$ cat config.mk
export PLATFORM = sky130hd
export DESIGN_NAME = if_fetch
export DESIGN_NICKNAME = d
export VERILOG_FILES = /design/src/rtl/if_fetch_pkg.sv /design/src/rtl/if_pc_sel.sv /design/src/rtl/if_fetch.sv
export SDC_FILE = /design/constraint.sdc
export NUM_CORES = 1
export LEC_CHECK = 0
export CORE_MARGIN = 2
export CORE_UTILIZATION = 50
export DETAILED_ROUTE_END_ITERATION = 16
export PLACE_DENSITY = 0.93
export SYNTH_ARGS = -nofsm -noshare
export SYNTH_HDL_FRONTEND = slang
export SYNTH_HIERARCHICAL = 1
export SYNTH_SLANG_ARGS = --single-unit
$ cat constraint.sdc
create_clock -name clk -period 6.11 [get_ports clk]
set_input_delay 0.9165 -clock clk [delete_from_list [all_inputs] [get_ports clk]]
set_output_delay 0.9165 -clock clk [all_outputs]
set_load 0.02 [all_outputs]
$ cat src/rtl/if_fetch_pkg.sv
// Shared types and constants for the instruction-fetch stage.
// Optional alignment checking is enabled by defining IF_ALIGN_CHECK_EN.
package if_fetch_pkg;

  typedef logic [5:0]  Stall_t;
  typedef logic        Bit_t;
  typedef logic [31:0] Inst_addr_t;
  typedef logic [31:0] Inst_t;

  localparam Inst_addr_t  PC_RESET_ADDR = 32'hBFC0_0000;
  localparam Inst_t       ZERO_WORD     = 32'h0000_0000;
  localparam int unsigned STALL_IF      = 1;
  localparam Inst_addr_t  PC_INC        = 32'd4;

  typedef enum logic [1:0] {
    IDLE    = 2'd0,
    REQ     = 2'd1,
    HOLD    = 2'd2,
    DISCARD = 2'd3
  } Fetch_state_t;

  // True when an instruction address is not word aligned.
  function automatic Bit_t is_misaligned(input Inst_addr_t addr);
    return addr[1:0] != 2'b00;
  endfunction

endpackage

$ cat src/rtl/if_pc_sel.sv
// Next-PC priority mux: exception redirect, then pending branch, then pc + 4.
module if_pc_sel
  import if_fetch_pkg::*;
(
  input  logic        flush,
  input  logic [31:0] flush_pc,
  input  logic        br_valid,
  input  logic [31:0] br_target,
  input  logic [31:0] pc,
  output logic [31:0] next_pc
);

  // Redirect priority; pc + 4 wraps naturally at 2^32.
  always_comb begin
    if (flush) begin
      next_pc = flush_pc;
    end else if (br_valid) begin
      next_pc = br_target;
    end else begin
      next_pc = pc + PC_INC;
    end
  end

endmodule

$ cat src/rtl/if_fetch.sv
// Instruction-fetch stage: owns the PC, fetches over a req/ack bus and presents one
// instruction per cycle to IF/ID. Branches honour the delay slot; flushes redirect at once
// or, with a request already outstanding, after that request drains.
// Define IF_ALIGN_CHECK_EN to add if_excp and suppress fetches from misaligned PCs.
module if_fetch
  import if_fetch_pkg::*;
(
  input  logic        clk,
  input  logic        rst,
  input  logic [5:0]  stall,
  input  logic        flush,
  input  logic [31:0] flush_pc,
  input  logic        branch_flag,
  input  logic [31:0] branch_target,
  output logic        ibus_req,
  output logic [31:0] ibus_addr,
  input  logic        ibus_ack,
  input  logic [31:0] ibus_rdata,
  output logic [31:0] if_pc,
  output logic [31:0] if_inst,
  output logic        stallreq_if
`ifdef IF_ALIGN_CHECK_EN
  ,
  output logic        if_excp
`endif
);

  Fetch_state_t state;
  logic [31:0]  pc;
  logic [31:0]  hold_inst;
  logic [31:0]  br_tgt;
  logic [31:0]  redir_pc;
  logic         br_pend;

  logic         in_req;
  logic         fetch_done;
  logic         valid;
  logic         consume;
  logic         br_valid;
  logic [31:0]  br_target_eff;
  logic [31:0]  fetch_inst;
  logic [31:0]  next_pc;

  // Only the IF bit of the stall vector matters here.
  logic         unused_stall;
  assign unused_stall = ^{stall[5:2], stall[0]};

  assign in_req = (state == REQ);

`ifdef IF_ALIGN_CHECK_EN
  logic bad_addr;
  logic hold_excp;

  // A misaligned PC completes locally without touching the bus.
  assign bad_addr   = in_req && is_misaligned(pc);
  assign fetch_done = in_req && (ibus_ack || bad_addr);
  assign fetch_inst = bad_addr ? ZERO_WORD : ibus_rdata;
  assign ibus_req   = (in_req && !bad_addr) || (state == DISCARD);
  assign if_excp    = valid && ((state == HOLD) ? hold_excp : bad_addr);
`else
  assign fetch_done = in_req && ibus_ack;
  assign fetch_inst = ibus_rdata;
  assign ibus_req   = in_req || (state == DISCARD);
`endif

  // An instruction is presented when one is in hand and no redirect is happening.
  assign valid       = !flush && ((state == HOLD) || fetch_done);
  assign consume     = valid && !stall[STALL_IF];
  assign stallreq_if = !valid;

  // A branch arriving in the same cycle as its delay slot is consumed takes effect at once.
  assign br_valid      = br_pend || branch_flag;
  assign br_target_eff = branch_flag ? branch_target : br_tgt;

  // The address only moves on consumption or redirect, so it is stable while req is high.
  assign ibus_addr = pc;
  assign if_pc     = pc;

  // Instruction presented to IF/ID; zero whenever nothing valid is available.
  always_comb begin
    if_inst = ZERO_WORD;
    if (valid) begin
      if_inst = (state == HOLD) ? hold_inst : fetch_inst;
    end
  end

  if_pc_sel u_pc_sel (
    .flush     (flush),
    .flush_pc  (flush_pc),
    .br_valid  (br_valid),
    .br_target (br_target_eff),
    .pc        (pc),
    .next_pc   (next_pc)
  );

  // Fetch FSM with PC, hold buffer, branch and redirect bookkeeping.
  always_ff @(posedge clk or negedge rst) begin
    if (!rst) begin
      state     <= IDLE;
      pc        <= PC_RESET_ADDR;
      hold_inst <= ZERO_WORD;
      br_tgt    <= PC_RESET_ADDR;
      redir_pc  <= PC_RESET_ADDR;
      br_pend   <= 1'b0;
`ifdef IF_ALIGN_CHECK_EN
      hold_excp <= 1'b0;
`endif
    end else begin
      if (flush || consume) begin
        br_pend <= 1'b0;
      end else if (branch_flag) begin
        br_pend <= 1'b1;
        br_tgt  <= branch_target;
      end

      case (state)
        IDLE: begin
          state <= REQ;
          if (flush) begin
            pc <= flush_pc;
          end
        end
        REQ: begin
          if (flush) begin
            if (fetch_done) begin
              pc <= next_pc;
            end else begin
              // The bus request cannot be withdrawn; let it drain first.
              redir_pc <= flush_pc;
              state    <= DISCARD;
            end
          end else if (fetch_done) begin
            if (consume) begin
              pc <= next_pc;
            end else begin
              hold_inst <= fetch_inst;
`ifdef IF_ALIGN_CHECK_EN
              hold_excp <= bad_addr;
`endif
              state     <= HOLD;
            end
          end
        end
        HOLD: begin
          if (flush || consume) begin
            pc    <= next_pc;
            state <= REQ;
          end
        end
        DISCARD: begin
          if (ibus_ack) begin
            pc    <= flush ? flush_pc : redir_pc;
            state <= REQ;
          end else if (flush) begin
            redir_pc <= flush_pc;
          end
        end
        default: state <= IDLE;
      endcase
    end
  end

endmodule

Yosys cells after proc, flatten, opt, wreduce, memory -nomap -nowiden
Index checks and enable logic that the tools add are counted.
{"block": "word_totals", "wordCells": 67, "regBits": 131, "input_bits": 107, "output_inout_bits": 98}
{"block": "classes", "n_eq_ne": 14, "bitwise_logic": 2, "add_sub_neg": 1, "muxes": 27, "reduce_logical": 17}
{"cell": "$mux W32", "count": 16}
{"cell": "$pmux W32 S4", "count": 1}
{"cell": "$pmux W32 S2", "count": 1}
{"cell": "$add A32 B3 Y32 const B", "count": 1}
{"cell": "$mux W2", "count": 6}
{"cell": "$ne A2 B2 Y1 const B", "count": 5}
{"cell": "$reduce_and A5 Y1", "count": 2}
{"cell": "$pmux W2 S4", "count": 1}
{"cell": "$reduce_and A4 Y1", "count": 2}
{"cell": "$ne A3 B2 Y1 const B", "count": 2}
{"cell": "$ne A3 B3 Y1 const B", "count": 2}
{"cell": "$eq A2 B2 Y1 const B", "count": 2}
{"cell": "$logic_or A1 B1 Y1", "count": 4}
{"cell": "$ne A2 B1 Y1 const B", "count": 2}
{"cell": "$reduce_bool A2 Y1", "count": 2}
{"cell": "$logic_and A1 B1 Y1", "count": 3}
{"cell": "$logic_not A1 Y1", "count": 3}
{"cell": "$eq A2 B1 Y1 const B", "count": 1}
{"cell": "$logic_not A2 Y1", "count": 1}
{"cell": "$mux W1", "count": 2}
{"cell": "$not A1 Y1", "count": 2}

Longest topological paths before layout
Gate-level depths: netlist (run 1).
{"block": "depth", "ltp_word": 9, "mapped_depth": 11}

By module
Netlist (run 1), hierarchy kept.
{"mod": "if_fetch", "area_each_um2": 6935.4, "seq_area_each_um2": 3311.9, "instances": 1, "cells_per_inst": 554}
{"mod": "if_pc_sel", "area_each_um2": 1186.1, "seq_area_each_um2": 0.0, "instances": 1, "cells_per_inst": 182}

Worst setup path before layout (run 1)
OpenSTA, ideal clock, no wires.
{"block": "synth_path", "path_type": "in2reg", "startpoint": "in branch_flag", "endpoint": "reg pc[0] (netlist: ibus_addr[0])", "path_buffers": 4, "cell_stages": 10, "required_time_ps": 5985, "path_slack_ps": 3007, "arrival_ps": 2978, "path_cell_list": "clkbuf_1 -> clkbuf_1 -> or2_2 -> clkbuf_1 -> clkbuf_1 -> mux2i_1 -> o21ai_0 -> a22oi_1 -> o21ai_0 -> mux2_2"}
{"block": "synth_between", "elab_chain_cells": 7}
{"element": "start: declaration", "line": "if_fetch.sv:13", "rtl": "input logic branch_flag,"}
{"element": "$logic_or A1 B1 Y1 (*)", "line": "if_fetch.sv:72", "rtl": "assign br_valid = br_pend || branch_flag;"}
{"element": "net br_valid", "line": "if_fetch.sv:39", "rtl": "logic br_valid;"}
{"element": "$mux W32 (*)", "line": "if_pc_sel.sv:17", "rtl": "end else if (br_valid) begin"}
{"element": "$mux W32 (*)", "line": "if_pc_sel.sv:15", "rtl": "if (flush) begin"}
{"element": "net next_pc[0]", "line": "if_fetch.sv:42", "rtl": "logic [31:0] next_pc;"}
{"element": "$mux W32", "line": "if_fetch.sv:133", "rtl": "if (consume) begin"}
{"element": "$mux W32", "line": "if_fetch.sv:132", "rtl": "end else if (fetch_done) begin"}
{"element": "$mux W32", "line": "if_fetch.sv:124", "rtl": "if (flush) begin"}
{"element": "$pmux W32 S4 (*)", "line": "if_fetch.sv:116", "rtl": "case (state)"}
{"element": "end signal: assignment", "line": "if_fetch.sv:120", "rtl": "pc <= flush_pc;"}
{"element": "end signal: assignment", "line": "if_fetch.sv:126", "rtl": "pc <= next_pc;"}
{"element": "end signal: assignment", "line": "if_fetch.sv:134", "rtl": "pc <= next_pc;"}
{"element": "end: declaration", "line": "if_fetch.sv:29", "rtl": "logic [31:0] pc;"}
The timed path passes the listed nets; every way through them passes the cells marked *. The select of a mux whose other input is x is not followed.
A chain may end at the register's enable or synchronous reset.

Worst setup path after layout (run 1)
{"block": "layout_path", "startpoint": "reg state[0]", "endpoint": "out if_inst[10]"}
{"block": "layout_between", "elab_chain_cells": 5}
{"element": "start: declaration", "line": "if_fetch.sv:28", "rtl": "Fetch_state_t state;"}
{"element": "start signal: assignment", "line": "if_fetch.sv:99", "rtl": "state <= IDLE;"}
{"element": "start signal: assignment", "line": "if_fetch.sv:118", "rtl": "state <= REQ;"}
{"element": "start signal: assignment", "line": "if_fetch.sv:130", "rtl": "state <= DISCARD;"}
{"element": "$eq A2 B1 Y1", "line": "if_fetch.sv:48", "rtl": "assign in_req = (state == REQ);"}
{"element": "$logic_and A1 B1 Y1", "line": "if_fetch.sv:61", "rtl": "assign fetch_done = in_req && ibus_ack;"}
{"element": "$logic_or A1 B1 Y1", "line": "if_fetch.sv:67", "rtl": "assign valid = !flush && ((state == HOLD) || fetch_done);"}
{"element": "$logic_and A1 B1 Y1", "line": "if_fetch.sv:67"}
{"element": "$mux W32 (*)", "line": "if_fetch.sv:82", "rtl": "if (valid) begin"}
{"element": "end: declaration", "line": "if_fetch.sv:20", "rtl": "output logic [31:0] if_inst,"}
Every way passes the cells marked *; elsewhere a longest branch is shown, timed or not.

==> results of run 1 <==
power by group:
group | internal (W) | switching [W] | leakage [nW]
Sequential | 0.00137 | 0.000376 | 1.52
Combinational | 0.00126 | 0.00117 | 2.39
Clock | 0.000616 | 0.000374 | 0.284
Total | 0.00325 | 0.00192 | 4.20
worst max-delay path, stage by stage (launching register included):
cell             delay, ns
dfrtp_1               0.40
inv_1                 0.15
ha_2                  0.92
a21oi_1               0.23
or2_2                 0.61
nor2_1                0.24
clkdlybuf4s50_1       0.64
registers in the layout, summed over array words and instances, names as in the netlist:
signal / flops
hold_inst: 32
ibus_addr: 32
br_pend: 1
br_tgt: 32
state: 2
redir_pc: 32
cell usage in the layout, fill, tap and decap left out, drive strengths merged, types with 10 or more instances in the layout:
cell type and count:
xor2 12, buf 10, a22oi 45, inv 10, nand3 12, a21oi 13
dfrtp 104, nor2 45, mux2 162, clkdlybuf4s50 197, mux2i 70, xnor2 13
o21ai 57, clkbuf 21, dfstp 27, nand2 25
final cells by class:
| cell class | count | area, sq um | share of cell area |
|---|---|---|---|
| Clock buffer | 21 | 460.4 | 0.04359 |
| Clock inverter | 11 | 110.1 | 0.01042 |
| Inverter | 10 | 37.54 | 0.003553 |
| Multi-Input combinational cell | 514 | 4327 | 0.4096 |
| Sequential cell | 131 | 3312 | 0.3135 |
| Tap cell | 216 | 270.3 | 0.02558 |
| Timing Repair Buffer | 207 | 2047 | 0.1938 |
metal layers:
metal / wire length, um / global-route usage / vias to the layer above / share of wire
met5: 0 / 0 / - / 0
met4: 366 / 0.08998 / 0 / 0.017
met3: 1662 / 0.07292 / 28 / 0.079
met2: 10290 / 0.4188 / 263 / 0.49
met1: 8608 / 0.2994 / 3153 / 0.41
li1: - / - / 2947 / -
through the flow:
stage          hold slack, ns  std cells
2_1_floorplan          0.4574        736
3_3_place_gp           0.4676       1078
3_5_place_dp           0.4742       1078
4_1_cts                0.4865       1110
5_1_grt                0.4990       1110
6_report               0.4864       1110
logic make-up (layout without fill, tap and decap cells):
family,Yosys count,count (layout),share of synthesized area
adder cells (fa/ha/maj),6,6,0.009243
flip-flops,131,131,0.4078
buffers and inverters,91,249,0.06239
AO/OA/AOI/OAI,131,131,0.1012
AND/OR/NAND/NOR,120,120,0.08150
XOR/XNOR,25,25,0.02696
multiplexers,232,232,0.3109
how the worst max path moves through the flow:
stage                               startpoint                   endpoint  slack, ns  cells after the start
final                     state[0]$_DFFE_PN0P_                if_inst[10]       1.57                      6
after global routing      state[0]$_DFFE_PN0P_                if_inst[10]       1.35                      6
after CTS                 state[0]$_DFFE_PN0P_                if_inst[10]       1.49                      6
after detailed placement           branch_flag  ibus_addr[18]$_DFFE_PN0P_       1.93                     10
after global placement    state[0]$_DFFE_PN0P_                if_inst[10]       2.04                      6
after floorplan                    branch_flag   ibus_addr[0]$_DFFE_PN0P_       3.01                     10
==> impl_metrics.toml, run 1 <==
[critical_path]
r2r_start = "state[0]$_DFFE_PN0P_"
r2r_cells = 5
arrival_ns = 3.63
cp-end-kind = "output port"
cp_max_fo = 35
critPathLaunchType = "register"
worstSetupPathType = "register to output port"
regToRegSetupSlack_ns = 2.86
worstPathRequired_ns = 5.19
worst_r2r_endpoint = "br_tgt[8]$_DFFE_PN0N_"

[yosys]
synth.distinct_cells = 47
syn_avg_cell_area_sq_um = 11.03
synth_ff_type = "dfrtp_1"
synth-edff-count = 0
synthTopCellsByCount = "158 x mux2_2, 104 x dfrtp_1, 70 x mux2i_1"
synthMostInstantiatedCell = "mux2_2"
synthesis.area_sq_um = 8122
yosys.area.top_type = "dfrtp_1"
syn_nets = 849
synthTopCellsByArea = "dfrtp_1 32%, mux2_2 22%, dfstp_2 8.7%"
synth_cells = 736
yosysSeqAreaShare = 0.4078
ys_warn_count = 6
synth_top_cell_area_share = 0.3204
ys_seq_elements = 131
synthArstFlopShare = 1.000

[sta]
final_max_slew_viol_count = 0
relSlewSlack = 0.2029
fin_skew_ns = 0.01153
hold_violations = 0
finalCritPeriodShare = 0.7436
fmax_mhz = 220.1
setup_tns_ns = 0
fin_crit_ns = 4.543
tightestPinTransition_ns = 1.191
setup_violations = 0
rsz0062_at_grt = "false"
timing.final.ws_setup_ns = 1.567

[floorplanning]
die_area_sq_um = 17280
die_x_um = 131.5
initial_core_util = 0.5113
die_y_um = 131.5
io_pins = 205
coreArea_sq_um = 15890
rows = 46

[finish]
final_util = 0.6650
layout-drive-gt1-share = 0.2729
fin_area_sq_um = 10560
area_growth_pct = 30.07
fin_nets = 994
antenna-diode-count = 0
fillCellCount = 1196

[hold_path]
min-delay-start = "redir_pc[6]$_DFFE_PN0P_"
min_to = "redir_pc[6]$_DFFE_PN0P_"
worstHoldPathType = "register to register"
hold_depth = 1

[routing]
postRouteWirelength_um = 20930
dr.pass1.iters = 5
wl_per_cell_um = 18.85
via_per_inst = 5.758
antenna_left = 0
vias = 6391
drc = 0
first_iter_violations = 465

[power]
p_leak_nw = 4.196
powerDensity_nw_per_um2 = 488.6
total_power_w = 0.005162
ir_drop_mv = 0.2140

[status]
status = "finished, final reports clean"

[clocking]
post_cts_resized = 0
h-tree-depth = 4
cts_setup_buffers = 0
cts_root_buffer = "clkbuf_16"
numCtsBuffers = 17
tritoncts = "done"
hold_buffers = 0
insertion_delay_ns = 0.42
cts_num_sinks = 131
clockBufferDepth = 2
clkTransAtPathRegs_ns = 0.05

[global_route]
grt_pass1_wl_um = 34200
grt-ovfl-total = 0
grt_pass1_vias = 6634
grt_max_degree = 68
grt_usage = 0.2474
antenna_found_initial = 1

[job]
maxCapViolCount = 0

[placed_design]
dp_hpwl_um = 13830
gp_congestion = 0.7901
io_buffers = 199
place_area_sq_um = 9993
post-place-ws_ns = 1.928
Note: power is estimated with default switching activity, not from simulation.
==> run 2: changes to the inputs <==
- clock period: 6.11 -> 4.2 ns (I/O delays scaled with it)
==> impl_metrics.toml, run 2 (synthesis gave the netlist of run 1 again) <==
[status]
status = "finished, final reports clean"

[clocking]
cts_num_sinks = 131
numCtsBuffers = 17
cts_setup_buffers = 0
clockBufferDepth = 2
clkTransAtPathRegs_ns = 0.06
tritoncts = "done"
post_cts_resized = 0
cts_root_buffer = "clkbuf_16"
hold_buffers = 0
insertion_delay_ns = 0.42
h-tree-depth = 4

[sta]
setup_violations = 0
hold_violations = 0
setup_tns_ns = 0
relSlewSlack = 0.1630
fmax_mhz = 292.6
tightestPinTransition_ns = 1.251
final_max_slew_viol_count = 0
fin_skew_ns = 0.008066
finalCritPeriodShare = 0.8138
rsz0062_at_grt = "false"
fin_crit_ns = 3.418

[critical_path]
cp_num_buf_inv = 2
arrival_ns = 2.79
regToRegSetupSlack_ns = 1.46
r2r_cells = 9
critPathLaunchType = "register"
cp-end-kind = "output port"
cp_cell_sequence = "inv_1, ha_1, a21oi_1, or2_2, nor2_1, clkdlybuf4s50_1"
r2r_start = "ibus_addr[3]$_DFFE_PN0P_"
cp_max_fo = 33
worstPathRequired_ns = 3.57
worstSetupPathType = "register to output port"
cp_slowest_cell = "clkdlybuf4s50_1"
cp_num_cells = 6
critical-path-max-stage-delay_ns = 0.63
crit_family = "simple AND/OR/NAND/NOR gates"
cp-startpoint = "state[1]$_DFFE_PN0P_"

[floorplanning]
die_area_sq_um = 17280
rows = 46
die_x_um = 131.5
coreArea_sq_um = 15890
io_pins = 205
initial_core_util = 0.5113
die_y_um = 131.5

[finish]
layout_common_cells = "197 x clkdlybuf4s50_1, 158 x mux2_2, 104 x dfrtp_1, 70 x mux2i_1, 51 x o21ai_0"
final_common_cell = "clkdlybuf4s50_1"
area_growth_pct = 29.80
antenna-diode-count = 0
fin_area_sq_um = 10540
fillCellCount = 1211
fin_nets = 996
layout-drive-gt1-share = 0.2723

[power]
ir_drop_mv = 0.3571
p_leak_nw = 4.192
powerDensity_nw_per_um2 = 704.5

[routing]
dr.pass1.iters = 5
drc = 0
postRouteWirelength_um = 21330
first_iter_violations = 507
via_per_inst = 5.865
vias = 6522
wl_per_cell_um = 19.18
antenna_left = 0

[placed_design]
gp_congestion = 0.8005
place_area_sq_um = 10020
dp_hpwl_um = 14120
io_buffers = 199

[job]
maxCapViolCount = 0

[global_route]
grt_usage = 0.2490
grt_pass1_wl_um = 34760
grt_max_degree = 77
antenna_found_initial = 1
grt-ovfl-total = 0
grt_pass1_vias = 6798

[hold_path]
worstHoldPathType = "input port to async pin"
-- run 2: cell count changes in the layout (fill, tap and decap cells not counted), sizes merged --
cell	change
clkbuf	+4
buf	+2
bufinv	-2
clkinv	-1
clkinvlp	-1
-- run 2: per-stage QoR --
stage                       util  instances  power, W  setup WS (ns)  hold WS [ns]
after global placement    0.6308       1080  0.005912         0.8666        0.4683
after floorplan                -        736  0.004922          1.384        0.3344
final                     0.6636       1112  0.007426         0.7820        0.3842
after CTS                 0.6636       1112  0.007448         0.7532        0.4192
after detailed placement  0.6308       1080  0.006088         0.7975        0.4899
after global routing      0.6636       1112  0.007849         0.6181        0.4792
-- run 2: final timing paths --
kind,to
setup / recovery,if_inst[17]
hold / removal,hold_inst[25]$_DFFE_PN0P_
setup reg to reg,ibus_addr[30]$_DFFE_PN0P_
hold reg to reg,br_tgt[14]$_DFFE_PN0N_
max in group asynchronous,redir_pc[29]$_DFFE_PN1P_
min in group clk,br_tgt[14]$_DFFE_PN0N_
-- run 2: power breakdown --
group	internal (W)	switching (W)	total, W
Combinational	0.00184	0.00171	0.00355
Sequential	0.00199	0.000558	0.00255
Clock	0.000793	0.000527	0.00132
Total	0.00463	0.00280	0.00743
-- run 2: worst register-to-register path, stage by stage, from the launching register on --
cell      delay (ns)
dfrtp_1         0.51
ha_1            0.38
nand2_1         0.17
nor4_4          0.48
and4bb_2        0.32
xnor2_1         0.12
o221ai_1        0.13
nand2_1         0.11
o221ai_1        0.11
mux2_1          0.30
-- run 2: final cells by class --
| type | count | area, sq um | share of cell area |
|---|---|---|---|
| clock buffer | 25 | 485.5 | 0.04605 |
| multi-input combinational | 514 | 4327 | 0.4104 |
| tap | 216 | 270.3 | 0.02564 |
| inverter | 10 | 37.54 | 0.003561 |
| sequential | 131 | 3312 | 0.3142 |
| timing repair buffer | 209 | 2074 | 0.1968 |
| clock inverter | 7 | 35.03 | 0.003323 |
-- run 2: metal layers --
metal  GRT usage  wire length [um]  up-vias
met3     0.07485              1724       40
met2      0.4215             10510      299
li1            -                 -     2948
met1      0.3016              8707     3235
met4     0.08756               382        0
met5           0                 0        -
